<file path="config.mk">
export PLATFORM = sky130hd
export DESIGN_NAME = cr_cceip_64_df_mux_arb_flat
export DESIGN_NICKNAME = d
export VERILOG_FILES = /design/src/rtl/cr_cceip_64_df_mux_arb_if.sv /design/src/rtl/cr_cceip_64_df_mux_arb.sv /design/src/flat_wrapper.sv
export SDC_FILE = /design/constraint.sdc
export NUM_CORES = 1
export LEC_CHECK = 0
export BUFFER_PORTS_ARGS = -buffer_cell sky130_fd_sc_hd__buf_2
export CORE_MARGIN = 3
export CORE_UTILIZATION = 43
export CTS_BUF_LIST = sky130_fd_sc_hd__clkbuf_2 sky130_fd_sc_hd__clkbuf_4 sky130_fd_sc_hd__clkbuf_8
export DETAILED_ROUTE_END_ITERATION = 7
export PLACE_DENSITY = 0.9
export SYNTH_ARGS = -nofsm -noshare
export SYNTH_HDL_FRONTEND = slang
export SYNTH_SLANG_ARGS = --single-unit
</file>
<file path="constraint.sdc">
create_clock -name clk -period 3.45 [get_ports clk]
set_input_delay 0.345 -clock clk [delete_from_list [all_inputs] [get_ports clk]]
set_output_delay 0.345 -clock clk [all_outputs]
set_load 0.05 [all_outputs]
</file>
<file path="src/rtl/cr_cceip_64_df_mux_arb_if.sv">
// AXI4-Stream bundle shared by the df_mux arbiter ports.
// The master drives payload and valid; the slave drives ready.
interface cr_cceip_64_df_mux_arb_if #(
    parameter int DATA_W = 64,
    parameter int USER_W = 2
);
    logic              tvalid;
    logic              tready;
    logic              tlast;
    logic [DATA_W-1:0] tdata;
    logic [DATA_W/8-1:0] tstrb;
    logic [USER_W-1:0] tuser;

    modport master (
        output tvalid,
        output tlast,
        output tdata,
        output tstrb,
        output tuser,
        input  tready
    );

    modport slave (
        input  tvalid,
        input  tlast,
        input  tdata,
        input  tstrb,
        input  tuser,
        output tready
    );
endinterface

</file>
<file path="src/rtl/cr_cceip_64_df_mux_arb.sv">
// Frame-granular 2:1 AXI4-S arbiter for the CCEIP-64 df_mux.
// One output register, per-port frame counters, idle flag.
module cr_cceip_64_df_mux_arb #(
    parameter int DATA_W = 64,
    parameter int USER_W = 2,
    parameter int CNT_W  = 16
) (
    input  logic             clk,
    input  logic             rst,
    input  logic [1:0]       cfg_mode,
    cr_cceip_64_df_mux_arb_if.slave  in0,
    cr_cceip_64_df_mux_arb_if.slave  in1,
    cr_cceip_64_df_mux_arb_if.master out,
    output logic             grant_port,
    output logic [CNT_W-1:0] frm_cnt0,
    output logic [CNT_W-1:0] frm_cnt1,
    output logic             arb_idle
);

    typedef enum logic [1:0] {
        IDLE,
        GNT0,
        GNT1
    } state_t;

    state_t state;
    state_t state_nxt;
    logic   rr_ptr;
    logic   rr_nxt;
    logic   gnt_nxt;
    logic   req0;
    logic   req1;
    logic   can_load;
    logic   acc0;
    logic   acc1;

    assign can_load = ~out.tvalid | out.tready;
    assign req0 = in0.tvalid & (cfg_mode != 2'd1);
    assign req1 = in1.tvalid & (cfg_mode != 2'd0);
    assign acc0 = in0.tvalid & in0.tready;
    assign acc1 = in1.tvalid & in1.tready;

    always_comb begin
        state_nxt  = state;
        rr_nxt     = rr_ptr;
        gnt_nxt    = grant_port;
        in0.tready = 1'b0;
        in1.tready = 1'b0;
        unique case (state)
            IDLE: begin
                // forced modes mask the other request, so rr_ptr only matters in RR
                if (req0 & (~req1 | ~rr_ptr)) begin
                    state_nxt = GNT0;
                    gnt_nxt   = 1'b0;
                end else if (req1) begin
                    state_nxt = GNT1;
                    gnt_nxt   = 1'b1;
                end
            end
            GNT0: begin
                in0.tready = can_load;
                if (in0.tvalid & can_load & in0.tlast) begin
                    state_nxt = IDLE;
                    rr_nxt    = 1'b1;
                end
            end
            GNT1: begin
                in1.tready = can_load;
                if (in1.tvalid & can_load & in1.tlast) begin
                    state_nxt = IDLE;
                    rr_nxt    = 1'b0;
                end
            end
            default: state_nxt = IDLE;
        endcase
    end

    always_ff @(posedge clk or posedge rst) begin
        if (rst) begin
            state      <= IDLE;
            rr_ptr     <= 1'b0;
            grant_port <= 1'b0;
            frm_cnt0   <= '0;
            frm_cnt1   <= '0;
            arb_idle   <= 1'b0;
        end else begin
            state      <= state_nxt;
            rr_ptr     <= rr_nxt;
            grant_port <= gnt_nxt;
            arb_idle   <= (state == IDLE) & ~out.tvalid
                        & ~in0.tvalid & ~in1.tvalid;
            if (acc0 & in0.tlast)
                frm_cnt0 <= frm_cnt0 + CNT_W'(1);
            if (acc1 & in1.tlast)
                frm_cnt1 <= frm_cnt1 + CNT_W'(1);
        end
    end

    always_ff @(posedge clk or posedge rst) begin
        if (rst) begin
            out.tvalid <= 1'b0;
            out.tlast  <= 1'b0;
            out.tdata  <= '0;
            out.tstrb  <= '0;
            out.tuser  <= '0;
        end else if (acc0 | acc1) begin
            out.tvalid <= 1'b1;
            out.tlast  <= acc1 ? in1.tlast : in0.tlast;
            out.tdata  <= acc1 ? in1.tdata : in0.tdata;
            out.tstrb  <= acc1 ? in1.tstrb : in0.tstrb;
            out.tuser  <= acc1 ? in1.tuser : in0.tuser;
        end else if (out.tready) begin
            out.tvalid <= 1'b0;
        end
    end

endmodule
</file>
<file path="src/flat_wrapper.sv">
// flat-port wrapper written by rule: the top's interface ports become plain ports
module cr_cceip_64_df_mux_arb_flat 
#(
    parameter int DATA_W = 64,
    parameter int USER_W = 2,
    parameter int CNT_W  = 16
)
  (clk, rst, cfg_mode, grant_port, frm_cnt0, frm_cnt1, arb_idle, in0_tvalid, in0_tlast, in0_tdata, in0_tstrb, in0_tuser, in0_tready, in1_tvalid, in1_tlast, in1_tdata, in1_tstrb, in1_tuser, in1_tready, out_tvalid, out_tlast, out_tdata, out_tstrb, out_tuser, out_tready);
  cr_cceip_64_df_mux_arb_if #(.DATA_W(DATA_W), .USER_W(USER_W)) in0_i ();
  cr_cceip_64_df_mux_arb_if #(.DATA_W(DATA_W), .USER_W(USER_W)) in1_i ();
  cr_cceip_64_df_mux_arb_if #(.DATA_W(DATA_W), .USER_W(USER_W)) out_i ();
  input  logic clk;
  input  logic rst;
  input  logic [1:0] cfg_mode;
  output logic grant_port;
  output logic [CNT_W-1:0] frm_cnt0;
  output logic [CNT_W-1:0] frm_cnt1;
  output logic arb_idle;
  input wire logic [$bits(in0_i.tvalid)-1:0] in0_tvalid;
  input wire logic [$bits(in0_i.tlast)-1:0] in0_tlast;
  input wire logic [$bits(in0_i.tdata)-1:0] in0_tdata;
  input wire logic [$bits(in0_i.tstrb)-1:0] in0_tstrb;
  input wire logic [$bits(in0_i.tuser)-1:0] in0_tuser;
  output wire logic [$bits(in0_i.tready)-1:0] in0_tready;
  input wire logic [$bits(in1_i.tvalid)-1:0] in1_tvalid;
  input wire logic [$bits(in1_i.tlast)-1:0] in1_tlast;
  input wire logic [$bits(in1_i.tdata)-1:0] in1_tdata;
  input wire logic [$bits(in1_i.tstrb)-1:0] in1_tstrb;
  input wire logic [$bits(in1_i.tuser)-1:0] in1_tuser;
  output wire logic [$bits(in1_i.tready)-1:0] in1_tready;
  output wire logic [$bits(out_i.tvalid)-1:0] out_tvalid;
  output wire logic [$bits(out_i.tlast)-1:0] out_tlast;
  output wire logic [$bits(out_i.tdata)-1:0] out_tdata;
  output wire logic [$bits(out_i.tstrb)-1:0] out_tstrb;
  output wire logic [$bits(out_i.tuser)-1:0] out_tuser;
  input wire logic [$bits(out_i.tready)-1:0] out_tready;
  assign in0_i.tvalid = in0_tvalid;
  assign in0_i.tlast = in0_tlast;
  assign in0_i.tdata = in0_tdata;
  assign in0_i.tstrb = in0_tstrb;
  assign in0_i.tuser = in0_tuser;
  assign in0_tready = in0_i.tready;
  assign in1_i.tvalid = in1_tvalid;
  assign in1_i.tlast = in1_tlast;
  assign in1_i.tdata = in1_tdata;
  assign in1_i.tstrb = in1_tstrb;
  assign in1_i.tuser = in1_tuser;
  assign in1_tready = in1_i.tready;
  assign out_tvalid = out_i.tvalid;
  assign out_tlast = out_i.tlast;
  assign out_tdata = out_i.tdata;
  assign out_tstrb = out_i.tstrb;
  assign out_tuser = out_i.tuser;
  assign out_i.tready = out_tready;
  cr_cceip_64_df_mux_arb #(.DATA_W(DATA_W), .USER_W(USER_W), .CNT_W(CNT_W)) u_core (.clk(clk), .rst(rst), .cfg_mode(cfg_mode), .in0(in0_i), .in1(in1_i), .out(out_i), .grant_port(grant_port), .frm_cnt0(frm_cnt0), .frm_cnt1(frm_cnt1), .arb_idle(arb_idle));
endmodule
</file>
==> metrics.cfg <==
[setup_path]
start_kind = flip-flop
crit_required_ns = 3.74
crit_start = u_core.state[1]
crit_arrival_ns = 2.55
reg2reg_from = u_core.state[1]
path_class = reg -> reg
cp-end-kind = flip-flop
crit_fanout = 75
critical-path-top-delay-family = simple AND/OR/NAND/NOR gates
worst-path-buf-inv = 1
crit_path_cell_trace = inv_1 > ha_1 > nand3_1 > nand2_4 > mux2_2
worst_path_largest_cell_delay_ns = 0.75
worst_path_max_delay_cell = nand2_4

[yosys]
synth-seq-cells = 113
synth_cell_types = 35
synth_fp_nets = 560
ys_seq_area_share_pct = 50.57
synth_area_leaders = dfrtp_1 (51%), mux2_2 (23%), mux2_4 (8.1%), xnor2_1 (3.9%), mux2_1 (1.6%)
avgSynthCellArea_um2 = 14.05
synth_top_area_share_pct = 50.57
yosys.area.top_type = dfrtp_1
syn-instance-count = 398
yosys_warnings = 0
netlist_area_mm2 = 0.005592

[floorplan]
die_y_um = 120.0
core-area_mm2 = 0.01267
num_io_pins = 269
start_util_pct = 44.13
die_area_mm2 = 0.01441
std_cell_rows = 41
die_w_um = 120.0

[layout]
drive_gt1_share_pct = 66.47
finish.utilization_pct = 59.03
nets = 832
fill_cells = 1030
area_growth_pct = 33.77
antenna_cells = 0

[run]
cap_violations = 0

[power_and_ir_drop]
powerDensity_mw_per_mm2 = 954.2
p_sw_share_pct = 47.60
ir_drop_uv = 409.5
power_switching_mw = 3.397
pwr-share-comb_pct = 53.3
p_clk_share_pct = 16.7
p_leak_nw = 3.764
internal_power_mw = 3.740
share_seq_of_total_power_pct = 30.0

[hold_path]
hold_path.class = in -> async

[sta]
finalSetupTns_ns = 0
slew_violations = 0
clock_skew_ns = 0.005236
period_share_pct = 65.65
tightest_slew_ns = 1.004
setup_violations = 0
rsz0062_at_grt = false
hold_viol = 0
period_minus_slack_ns = 2.265
slew_headroom_pct = 33.04
setup_ws_ns = 1.185
fmax_mhz = 441.5

[cts]
ctsHoldBuffers = 0
cts-resized-gates = 0
numCtsBuffers = 17
clock_latency_ns = 0.41
cts_tree = done
clkSinkCount = 113
cts_setup_buffers = 0
root_buffer = clkbuf_8
clockBufferDepth = 2
h-tree-depth = 4
clkTransAtPathRegs_ns = 0.06

[placement]
io_buffers = 268
place_ws_ns = 1.211
gp_congestion = 0.8062
dp_hpwl_um = 10060

[grt]
track_usage_pct = 18.60
grt.overflow.total = 0
grt_max_degree = 77
antenna_found_initial = 1
grt_pass1_wl_um = 21090
grt_pass1_vias = 4208

[routing]
wl_per_cell_um = 15.73
drt_drc_violations_left = 0
firstDrtPassIters = 4
route.vias.total = 4209
vias_per_cell = 4.923
initialDrtViolationCount = 128
postRouteAntennaNets = 0
totalWireLength_um = 13450
wl_met2_um = 7209
top_layer_used = met5
wl_met1_um = 5057
dr_wl_met3_um = 986

[status]
status = completed

==> cell usage in the layout, fill, tap and decap left out, types with 3 or more instances in the layout <==
cell / synthesis / final
nand3_1: 12 / 12
xnor2_1: 25 / 25
clkbuf_4: 0 / 5
ha_1: 5 / 5
inv_1: 6 / 5
dfrtp_1: 113 / 113
nand4_1: 12 / 12
clkbuf_8: 0 / 22
nand2_1: 17 / 16
mux2_1: 8 / 8
mux2_4: 30 / 30
a21oi_1: 3 / 3
mux2_2: 112 / 112
a31oi_1: 3 / 3
nand2b_1: 3 / 3
clkinv_2: 0 / 4
buf_2: 12 / 268
xor2_1: 5 / 5
==> sequential cells by signal (all words and copies together), names as in the netlist <==
register           cells
u_core.out.tuser       2
u_core.state           2
u_core.arb_idle        1
u_core.rr_ptr          1
u_core.frm_cnt0       16
u_core.grant_port      1
u_core.out.tstrb       8
u_core.frm_cnt1       16
u_core.out.tvalid      1
u_core.out.tdata      64
u_core.out.tlast       1
==> path summary, 6_finish.rpt <==
kind,end,slack [ns],depth (start not counted)
worst max-delay path,u_core.out.tdata[48],1.19,5
worst min-delay path,u_core.out.tdata[46],0.09,2
worst max register to register,u_core.out.tdata[48],1.19,5
worst min register to register,u_core.frm_cnt0[15],0.47,1
max in group asynchronous,u_core.out.tdata[39],2.62,3
min in group clk,u_core.arb_idle,0.16,2
==> power groups by stage <==
stage | Sequential (mW) | Clock (mW) | Combinational (mW)
after global placement | 2.13 | 0 | 3.75
after floorplan | 3.91 | 0 | 1.20
after CTS | 2.15 | 1.23 | 3.84
after detailed placement | 2.16 | 0 | 3.83
after global routing | 2.21 | 1.29 | 3.98
final | 2.14 | 1.19 | 3.80
==> through the flow <==
| stage | hold slack [ns] | power [mW] | instances | area (um2) |
|---|---|---|---|---|
| after floorplan | 0.4146 | 5.102 | 398 | 5592 |
| after global routing | 0.1416 | 7.482 | 855 | 7480 |
| after detailed placement | 0.4599 | 5.995 | 823 | 7089 |
| final | 0.09396 | 7.137 | 855 | 7480 |
| after CTS | 0.09495 | 7.215 | 855 | 7480 |
| after global placement | 0.4557 | 5.881 | 823 | 7089 |
==> synth_stat cells <==
library cell and n:
xnor2_1 25, nor4b_2 1, nor4b_1 1, nand2_1 17
nor2_1 2, nor4_1 1, nand3_2 1, mux2i_1 2
buf_2 12, nor2b_1 2, and2_1 2, nor3b_2 2
nor3_1 1, o21a_1 1, nand4_1 12, nor4_2 1
and4_1 2, nand3_1 12, nand2b_1 3, nand2b_2 1
dfrtp_1 113, nor4b_4 1, and3_1 2, mux2_2 112
mux2_1 8, a21oi_1 3, inv_1 6, a41o_1 1
xor2_1 5, mux2_4 30, o21ai_0 2, ha_1 5
buf_6 5, a31oi_1 3, nor4_4 1
==> cells by family (layout without fill, tap and decap cells) <==
family                     after synthesis  after routing  synth area share (%)
adders and majority gates                5              5                 1.119
AOI/OAI and AO/OA                       10             10                 1.096
DFF                                    113            113                 50.57
buffers and inverters                   23            308                 2.484
muxes                                  152            152                 32.58
xor gates and xnor gates                30             30                 4.699
and+or+nand+nor                         65             65                 7.451
==> layout make-up <==
class	count	area (um2)	share of cell area, %
timing repair buffer	270	1381	18.47
sequential	113	2828	37.81
multi-input combinational	262	2640	35.30
clock inverter	5	50.05	0.6691
inverter	6	25.02	0.3346
tap	172	215.2	2.877
clock buffer	27	340.3	4.550
==> worst register-to-register path, stage by stage (launching register included) <==
cell and delay [ns]:
dfrtp_1 0.40, inv_1 0.09, ha_1 0.25, nand3_1 0.17, nand2_4 0.75, mux2_2 0.49
==> layer usage <==
layer | GRT usage [%] | vias up
met2 | 33.37 | 170
met3 | 5.325 | 16
met1 | 21.18 | 2036
met5 | 0 | -
li1 | - | 1985
met4 | 6.228 | 2
Note: power is estimated with default switching activity, not from simulation.
